### config.mk
export PLATFORM = sky130hd
export DESIGN_NAME = demultiplexor_1in_3out_flat
export DESIGN_NICKNAME = d
export VERILOG_FILES = /design/src/rtl/demultiplexor_1in_3out_if.sv /design/src/rtl/demultiplexor_1in_3out.sv /design/src/flat_wrapper.sv
export SDC_FILE = /design/constraint.sdc
export NUM_CORES = 1
export LEC_CHECK = 0
export CORE_UTILIZATION = 25
export CTS_CLUSTER_DIAMETER = 50
export DETAILED_ROUTE_END_ITERATION = 12
export GPL_TIMING_DRIVEN = 1
export PLACE_DENSITY = 0.62
export SKIP_LAST_GASP = 1
export SLEW_MARGIN = 20
export SYNTH_ARGS = -nofsm -noshare
export SYNTH_HDL_FRONTEND = slang
export SYNTH_SLANG_ARGS = --single-unit
### constraint.sdc
create_clock -name clk -period 2.7 [get_ports clk]
set_clock_uncertainty 0.15 [all_clocks]
set_input_delay 0.405 -clock clk [delete_from_list [all_inputs] [get_ports clk]]
set_output_delay 0.405 -clock clk [all_outputs]
set_load 0.01 [all_outputs]
### src/rtl/demultiplexor_1in_3out_if.sv
// Handshake bundle for the 1-to-3 distributor: one upstream valid/ready
// channel carrying a data word plus destination code, and three downstream
// valid/ready channels (A, B, C), plus the illegal-code status outputs.
interface demultiplexor_1in_3out_if #(
    parameter int DB = 16
);
    logic [DB-1:0] Dato;
    logic [1:0]    Sel;
    logic          valid_in;
    logic          ready_in;
    logic [DB-1:0] SalidaA;
    logic [DB-1:0] SalidaB;
    logic [DB-1:0] SalidaC;
    logic          valid_A;
    logic          valid_B;
    logic          valid_C;
    logic          ready_A;
    logic          ready_B;
    logic          ready_C;
    logic          err_sel;
    logic [7:0]    drop_cnt;

    // The producer/consumer environment around the block.
    modport master (
        output Dato, Sel, valid_in, ready_A, ready_B, ready_C,
        input  ready_in, SalidaA, SalidaB, SalidaC,
        input  valid_A, valid_B, valid_C, err_sel, drop_cnt
    );

    // The distributor itself.
    modport slave (
        input  Dato, Sel, valid_in, ready_A, ready_B, ready_C,
        output ready_in, SalidaA, SalidaB, SalidaC,
        output valid_A, valid_B, valid_C, err_sel, drop_cnt
    );
endinterface

### src/rtl/demultiplexor_1in_3out.sv
// Registered 1-to-3 distributor. A single holding register carries one word
// toward the consumer chosen by its destination code (2=A, 1=B, 0=C). Code 3
// is illegal: such words are accepted, dropped, flagged and counted.
module demultiplexor_1in_3out #(
    parameter int DB = 16
) (
    input logic clk,
    input logic rst_n,
    demultiplexor_1in_3out_if.slave bus
);
    typedef enum logic {
        VACIO,
        LLENO
    } state_t;

    state_t        state;
    state_t        state_next;
    logic [DB-1:0] hold_data;
    logic [DB-1:0] hold_data_next;
    logic [1:0]    dest;
    logic [1:0]    dest_next;
    logic          err_q;
    logic          err_next;
    logic [7:0]    drop_q;
    logic [7:0]    drop_next;

    logic          dest_ready;
    logic          ready_int;
    logic          accept;
    logic          illegal;
    logic          transfer;

    // Ready of the consumer the held word is addressed to; other readies are ignored.
    always_comb begin
        dest_ready = 1'b0;
        case (dest)
            2'd2:    dest_ready = bus.ready_A;
            2'd1:    dest_ready = bus.ready_B;
            2'd0:    dest_ready = bus.ready_C;
            default: dest_ready = 1'b0;
        endcase
    end

    assign ready_int = (state == VACIO) | dest_ready;
    assign accept    = bus.valid_in & ready_int;
    assign illegal   = accept & (bus.Sel == 2'd3);
    assign transfer  = (state == LLENO) & dest_ready;

    // Next-state logic: a legal accept always (re)loads the register, so a
    // transfer and a new word in the same cycle move with no bubble.
    always_comb begin
        state_next     = state;
        hold_data_next = hold_data;
        dest_next      = dest;
        err_next       = 1'b0;
        drop_next      = drop_q;

        if (transfer) begin
            state_next = VACIO;
        end

        if (accept) begin
            if (illegal) begin
                err_next = 1'b1;
                if (drop_q != 8'hFF) begin
                    drop_next = drop_q + 8'd1;
                end
            end else begin
                state_next     = LLENO;
                hold_data_next = bus.Dato;
                dest_next      = bus.Sel;
            end
        end
    end

    // State and holding register; reset discards any held word.
    always_ff @(posedge clk or negedge rst_n) begin
        if (!rst_n) begin
            state     <= VACIO;
            hold_data <= '0;
            dest      <= 2'd0;
            err_q     <= 1'b0;
            drop_q    <= 8'd0;
        end else begin
            state     <= state_next;
            hold_data <= hold_data_next;
            dest      <= dest_next;
            err_q     <= err_next;
            drop_q    <= drop_next;
        end
    end

    assign bus.ready_in = ready_int;
    assign bus.SalidaA  = hold_data;
    assign bus.SalidaB  = hold_data;
    assign bus.SalidaC  = hold_data;
    assign bus.valid_A  = (state == LLENO) && (dest == 2'd2);
    assign bus.valid_B  = (state == LLENO) && (dest == 2'd1);
    assign bus.valid_C  = (state == LLENO) && (dest == 2'd0);
    assign bus.err_sel  = err_q;
    assign bus.drop_cnt = drop_q;
endmodule

### src/flat_wrapper.sv
// flat-port wrapper written by rule: the top's interface ports become plain ports
module demultiplexor_1in_3out_flat 
#(
    parameter int DB = 16
)
  (clk, rst_n, bus_Dato, bus_Sel, bus_valid_in, bus_ready_A, bus_ready_B, bus_ready_C, bus_ready_in, bus_SalidaA, bus_SalidaB, bus_SalidaC, bus_valid_A, bus_valid_B, bus_valid_C, bus_err_sel, bus_drop_cnt);
  demultiplexor_1in_3out_if #(.DB(DB)) bus_i ();
  input logic clk;
  input logic rst_n;
  input wire logic [$bits(bus_i.Dato)-1:0] bus_Dato;
  input wire logic [$bits(bus_i.Sel)-1:0] bus_Sel;
  input wire logic [$bits(bus_i.valid_in)-1:0] bus_valid_in;
  input wire logic [$bits(bus_i.ready_A)-1:0] bus_ready_A;
  input wire logic [$bits(bus_i.ready_B)-1:0] bus_ready_B;
  input wire logic [$bits(bus_i.ready_C)-1:0] bus_ready_C;
  output wire logic [$bits(bus_i.ready_in)-1:0] bus_ready_in;
  output wire logic [$bits(bus_i.SalidaA)-1:0] bus_SalidaA;
  output wire logic [$bits(bus_i.SalidaB)-1:0] bus_SalidaB;
  output wire logic [$bits(bus_i.SalidaC)-1:0] bus_SalidaC;
  output wire logic [$bits(bus_i.valid_A)-1:0] bus_valid_A;
  output wire logic [$bits(bus_i.valid_B)-1:0] bus_valid_B;
  output wire logic [$bits(bus_i.valid_C)-1:0] bus_valid_C;
  output wire logic [$bits(bus_i.err_sel)-1:0] bus_err_sel;
  output wire logic [$bits(bus_i.drop_cnt)-1:0] bus_drop_cnt;
  assign bus_i.Dato = bus_Dato;
  assign bus_i.Sel = bus_Sel;
  assign bus_i.valid_in = bus_valid_in;
  assign bus_i.ready_A = bus_ready_A;
  assign bus_i.ready_B = bus_ready_B;
  assign bus_i.ready_C = bus_ready_C;
  assign bus_ready_in = bus_i.ready_in;
  assign bus_SalidaA = bus_i.SalidaA;
  assign bus_SalidaB = bus_i.SalidaB;
  assign bus_SalidaC = bus_i.SalidaC;
  assign bus_valid_A = bus_i.valid_A;
  assign bus_valid_B = bus_i.valid_B;
  assign bus_valid_C = bus_i.valid_C;
  assign bus_err_sel = bus_i.err_sel;
  assign bus_drop_cnt = bus_i.drop_cnt;
  demultiplexor_1in_3out #(.DB(DB)) u_core (.clk(clk), .rst_n(rst_n), .bus(bus_i));
endmodule
Word level (Yosys, flattened, before mapping)
Cells that the tools add are included.
Operators by class
  eq/ne operators: 4
  add/sub/neg operators: 1
  reductions and logical operators: 6
  bitwise operators: 6
  mux-type cells: 6
Operator list (count)
  8-bit by 1-bit adder with 8-bit output (second input constant): 1
  8-bit != test (second input constant): 1
  1-bit 2-to-1 mux: 5
  2-bit equality test (second input constant): 2
  1-bit bitwise AND: 3
  1-bit logical AND: 3
  1-bit one-hot mux with 3 select lines: 1
  3-bit AND reduction: 1
  2-bit by 1-bit equality test with 1-bit output (second input constant): 1
  2-bit logical NOT: 1
  1-bit inverter: 2
  2-bit AND reduction: 1
  1-bit OR: 1
Storage, ports and cells
  word-level logic and storage cells: 28
  register bits after elaboration: 28
  input bits: 24
  output and inout bits: 61

Longest topological paths before layout
  depth after elaboration: 7
  gate-level depth with buffers: 6

Worst setup path after synthesis
Ideal clock, no wire load.
  kind: register -> register
  from: reg u_core.drop_q[0] (netlist: u_core.bus.drop_cnt[0])
  to: reg u_core.drop_q[1] (netlist: u_core.bus.drop_cnt[1])
  path buffers: 1
  stages on the path, launching flop included: 7
  slack: 0.777 ns
  period minus slack after synthesis: 1.923 ns
  arrival time: 1.646 ns
  cells stage by stage: dfrtp_1 > ha_1 > and3_1 > and3_1 > buf_2 > nor3_2 > mux2_1
On the way
  longest elaborated chain between the ends: 2
Ends and longest elaborated chain
  from (decl): RTL line demultiplexor_1in_3out.sv:24  | logic [7:0] drop_q;
  from (signal assigned): RTL line demultiplexor_1in_3out.sv:89  | drop_q <= drop_next;
  parallel branches: the longest is 2 deep, another holds 8-bit by 1-bit adder with 8-bit output
Several ways; the timed one is not identified.
A chain may end at the register's enable or synchronous reset.

Worst setup path in the final report
  from: in bus_ready_A
  to: out bus_ready_in
On the way
  longest elaborated chain between the ends: 2
Ends and longest elaborated chain
  from (decl): RTL line flat_wrapper.sv:13  | input wire logic [$bits(bus_i.ready_A)-1:0] bus_ready_A;
  1-bit one-hot mux with 3 select lines: RTL line demultiplexor_1in_3out.sv:36  | case (dest)
  1-bit OR: RTL line demultiplexor_1in_3out.sv:44  | assign ready_int = (state == VACIO) | dest_ready;
  to (decl): RTL line flat_wrapper.sv:16  | output wire logic [$bits(bus_i.ready_in)-1:0] bus_ready_in;
Every way passes these cells.

==> key figures <==
Critical path
  – Crit Path Class: input port to output port
  – Crit-path max FO: 2
  – Startpoint Class: input port
  – Req. time, crit path: between 2 and 2.5 ns
  – Data arrival time of the worst path: roughly 1.9 ns
  – Element type at the critical path end: output port

STA
  – Hold Fails Final Rpt: 0
  – RSZ-0062 raised after global routing: no
  – Tightest Pin Transition: ~0.53 ns
  – Setup TNS Final: 0 ns
  – Post-route setup slack: 0.287 ns
  – Rel. slew slack: 0.650
  – F_max: 414 MHz
  – Tcrit/Tclk final: 0.894
  – Fin crit period: 2.41 ns
  – Final setup violating endpoints: 0
  – Final slew viol count: 0

Global routing
  – Largest net degree at the start of global routing: 29
  – Grt ovf: 0
  – GRT Total Usage: 0.104
  – Number of global-route vias before repair: 1,082
  – Global-route wire length before repair: 5.26 mm
  – Initial antenna violation count: 0

Power and ir drop
  – Static Leakage: 0.000971 uW
  – Design Power: roughly 2600 uW
  – Peak VDD IR: 0.456 mV
  – Cell Pwr Density: 1120 nW/um^2

Floorplan
  – Starting Density: 0.261
  – Rows: 28
  – Die width: 80.6 um
  – Boundary pin count: 85
  – Die Ht: between 80 and 90 um
  – Core region area: 5920 um^2
  – Total die area: around 6500 um^2

Run
  – Max-Cap Viols: 0

Route
  – First drt pass iteration count: 2
  – Vias: 1,060
  – DR WL/cell: between 10 and 15 um
  – Initial DRC count: 25
  – Antenna Violating Nets Remaining: 0
  – Vias per Instance: 4.17
  – Total wire length: 3.16 mm
  – Drt drc: 0

Place
  – PortBufs: 84
  – Gpl congestion: 0.693
  – Pre-CTS setup slack: about 0.29 ns
  – Final HPWL DP: 2.36 mm

Yosys
  – Largest family of logic cells by synthesized area: buffers and inverters
  – Simple-Gate Fraction of Synth Area: 0.127
  – Post-Syn Area per Cell: between 10 and 15 um^2
  – XOR/XNOR Fraction of Synth Area: 0.0397
  – Area share of fa/ha/maj cells after synthesis: 0.00811
  – Register area share after synthesis: 0.454
  – Post-synth design cell area: between 1500 and 2000 um^2
  – Mapped Cells: about 120
  – Count of state elements after synthesis: 28
  – Mux share of post-synthesis cell area: 0.165
  – YS warnings: 0
  – Synth cell types: 25
  – Syn_nets: between 100 and 150
  – Compound-Gate Fraction of Synth Area: 0.0284

Clock network
  – TritonCTS buffer count: 3
  – Num Clock Sinks: 28
  – Clock Latency Late Sink: roughly 0.27 ns
  – Deepest clock path buffer count: 2
  – Clock transition at the registers of the reported paths: around 0.10 ns
  – Post-CTS Resized: 0
  – Hold buffers post-CTS: 0
  – CTS H-tree depth: 1
  – CTS tree: done
  – Setup Buffers After CTS: 0
  – Root Buffer: clkbuf_8

Worst hold path
  – Hold Path Class: flip-flop to flip-flop

Final layout
  – Most frequent cells in the layout: clkdlybuf4s50_1 (84), dfrtp_1 (28), mux2_4 (11)
  – Commonest non-fill, non-tap cell in the layout: clkdlybuf4s50_1
  – # diodes: 0
  – Fin nets: 205
  – Layout cell share with drive strength beyond 1: 0.151
  – Final Util: 0.388
  – Area growth from synthesis to layout: 49.1%

Run status
  – Outcome: completed
[worst max-delay path, cell delays in order]
cell	delay [ns]
clkdlybuf4s50_1	0.45
nor2b_1	0.26
mux2i_1	0.12
nand2_1	0.09
clkdlybuf4s50_1	0.53
[final cells by class]
type                       count  area [um^2]
fill                         569         3620
timing repair buffer          87          876
sequential                    28          701
multi-input combinational     58          567
tap                           75         93.8
clock buffer                   4         55.1
inverter                       2         7.51
[Yosys cell counts]
cell,n,area [um^2]
nor3_2,1,10.0
nand2_1,3,11.3
buf_2,1,5.00
ha_1,1,12.5
o21a_1,1,7.51
o221ai_4,1,26.3
a21oi_1,1,5.00
mux2_4,11,165
nand2b_1,1,6.26
nor2_1,5,18.8
buf_4,32,240
mux2i_1,1,10.0
o21ai_0,1,5.00
and3_1,4,25.0
buf_6,2,22.5
inv_1,2,7.51
nor2b_1,1,6.26
dfrtp_1,28,701
nand3_1,4,20.0
nor4_2,4,50.1
nor2_4,1,11.3
mux2_1,7,78.8
xor2_1,7,61.3
nor4b_2,2,30.0
or2_1,1,6.26
[report_power, final]
part | switching (uW) | internal [uW] | total (uW)
logic | 548 | 972 | 1520
registers | 192 | 599 | 791
clock network | 130 | 130 | 260
[path summary, 6_finish.rpt]
path / cells after the start / slack [ns] / start / endpoint
max: 5 / 0.29 / bus_ready_A / bus_ready_in
min: 1 / 0.35 / u_core.bus.drop_cnt[5]$_DFFE_PN0P_ / u_core.bus.drop_cnt[5]$_DFFE_PN0P_
max reg2reg: 5 / 0.68 / u_core.dest[0]$_DFFE_PN0P_ / u_core.bus.SalidaA[3]$_DFFE_PN0P_
min reg2reg: 1 / 0.35 / u_core.bus.drop_cnt[5]$_DFFE_PN0P_ / u_core.bus.drop_cnt[5]$_DFFE_PN0P_
max in group asynchronous: 2 / 1.77 / rst_n / u_core.bus.SalidaA[9]$_DFFE_PN0P_
min in group asynchronous: 2 / 0.36 / rst_n / u_core.bus.drop_cnt[3]$_DFFE_PN0P_
[state kept, by name, summed over array words and instances, names as in the netlist]
| register | flops |
|---|---|
| u_core.bus.SalidaA | 16 |
| u_core.bus.drop_cnt | 8 |
| u_core.dest | 2 |
| u_core.bus.err_sel | 1 |
| u_core.state | 1 |
[layer usage]
layer	vias up	GRT usage	routed length [um]
met2	51	0.184	1550
met4	0	0.0161	12
li1	491	-	-
met5	-	0	0
met1	516	0.124	1320
met3	2	0.0318	270
[cell families after synthesis]
logic type	Yosys count
AOI/OAI and AO/OA	4
xor gates and xnor gates	7
DFF	28
buffers and inverters	37
adders and majority gates	1
muxes	19
and+or+nand+nor	27
[stage by stage]
stage / std cells / hold slack [ns] / instance area [um^2]
2_1_floorplan: 123 / -0.0406 / 1540
3_3_place_gp: 250 / 0.323 / 2240
3_5_place_dp: 250 / 0.327 / 2240
4_1_cts: 254 / 0.342 / 2300
5_1_grt: 254 / 0.378 / 2300
6_report: 254 / 0.347 / 2300
Note: power is estimated with default switching activity, not from simulation.
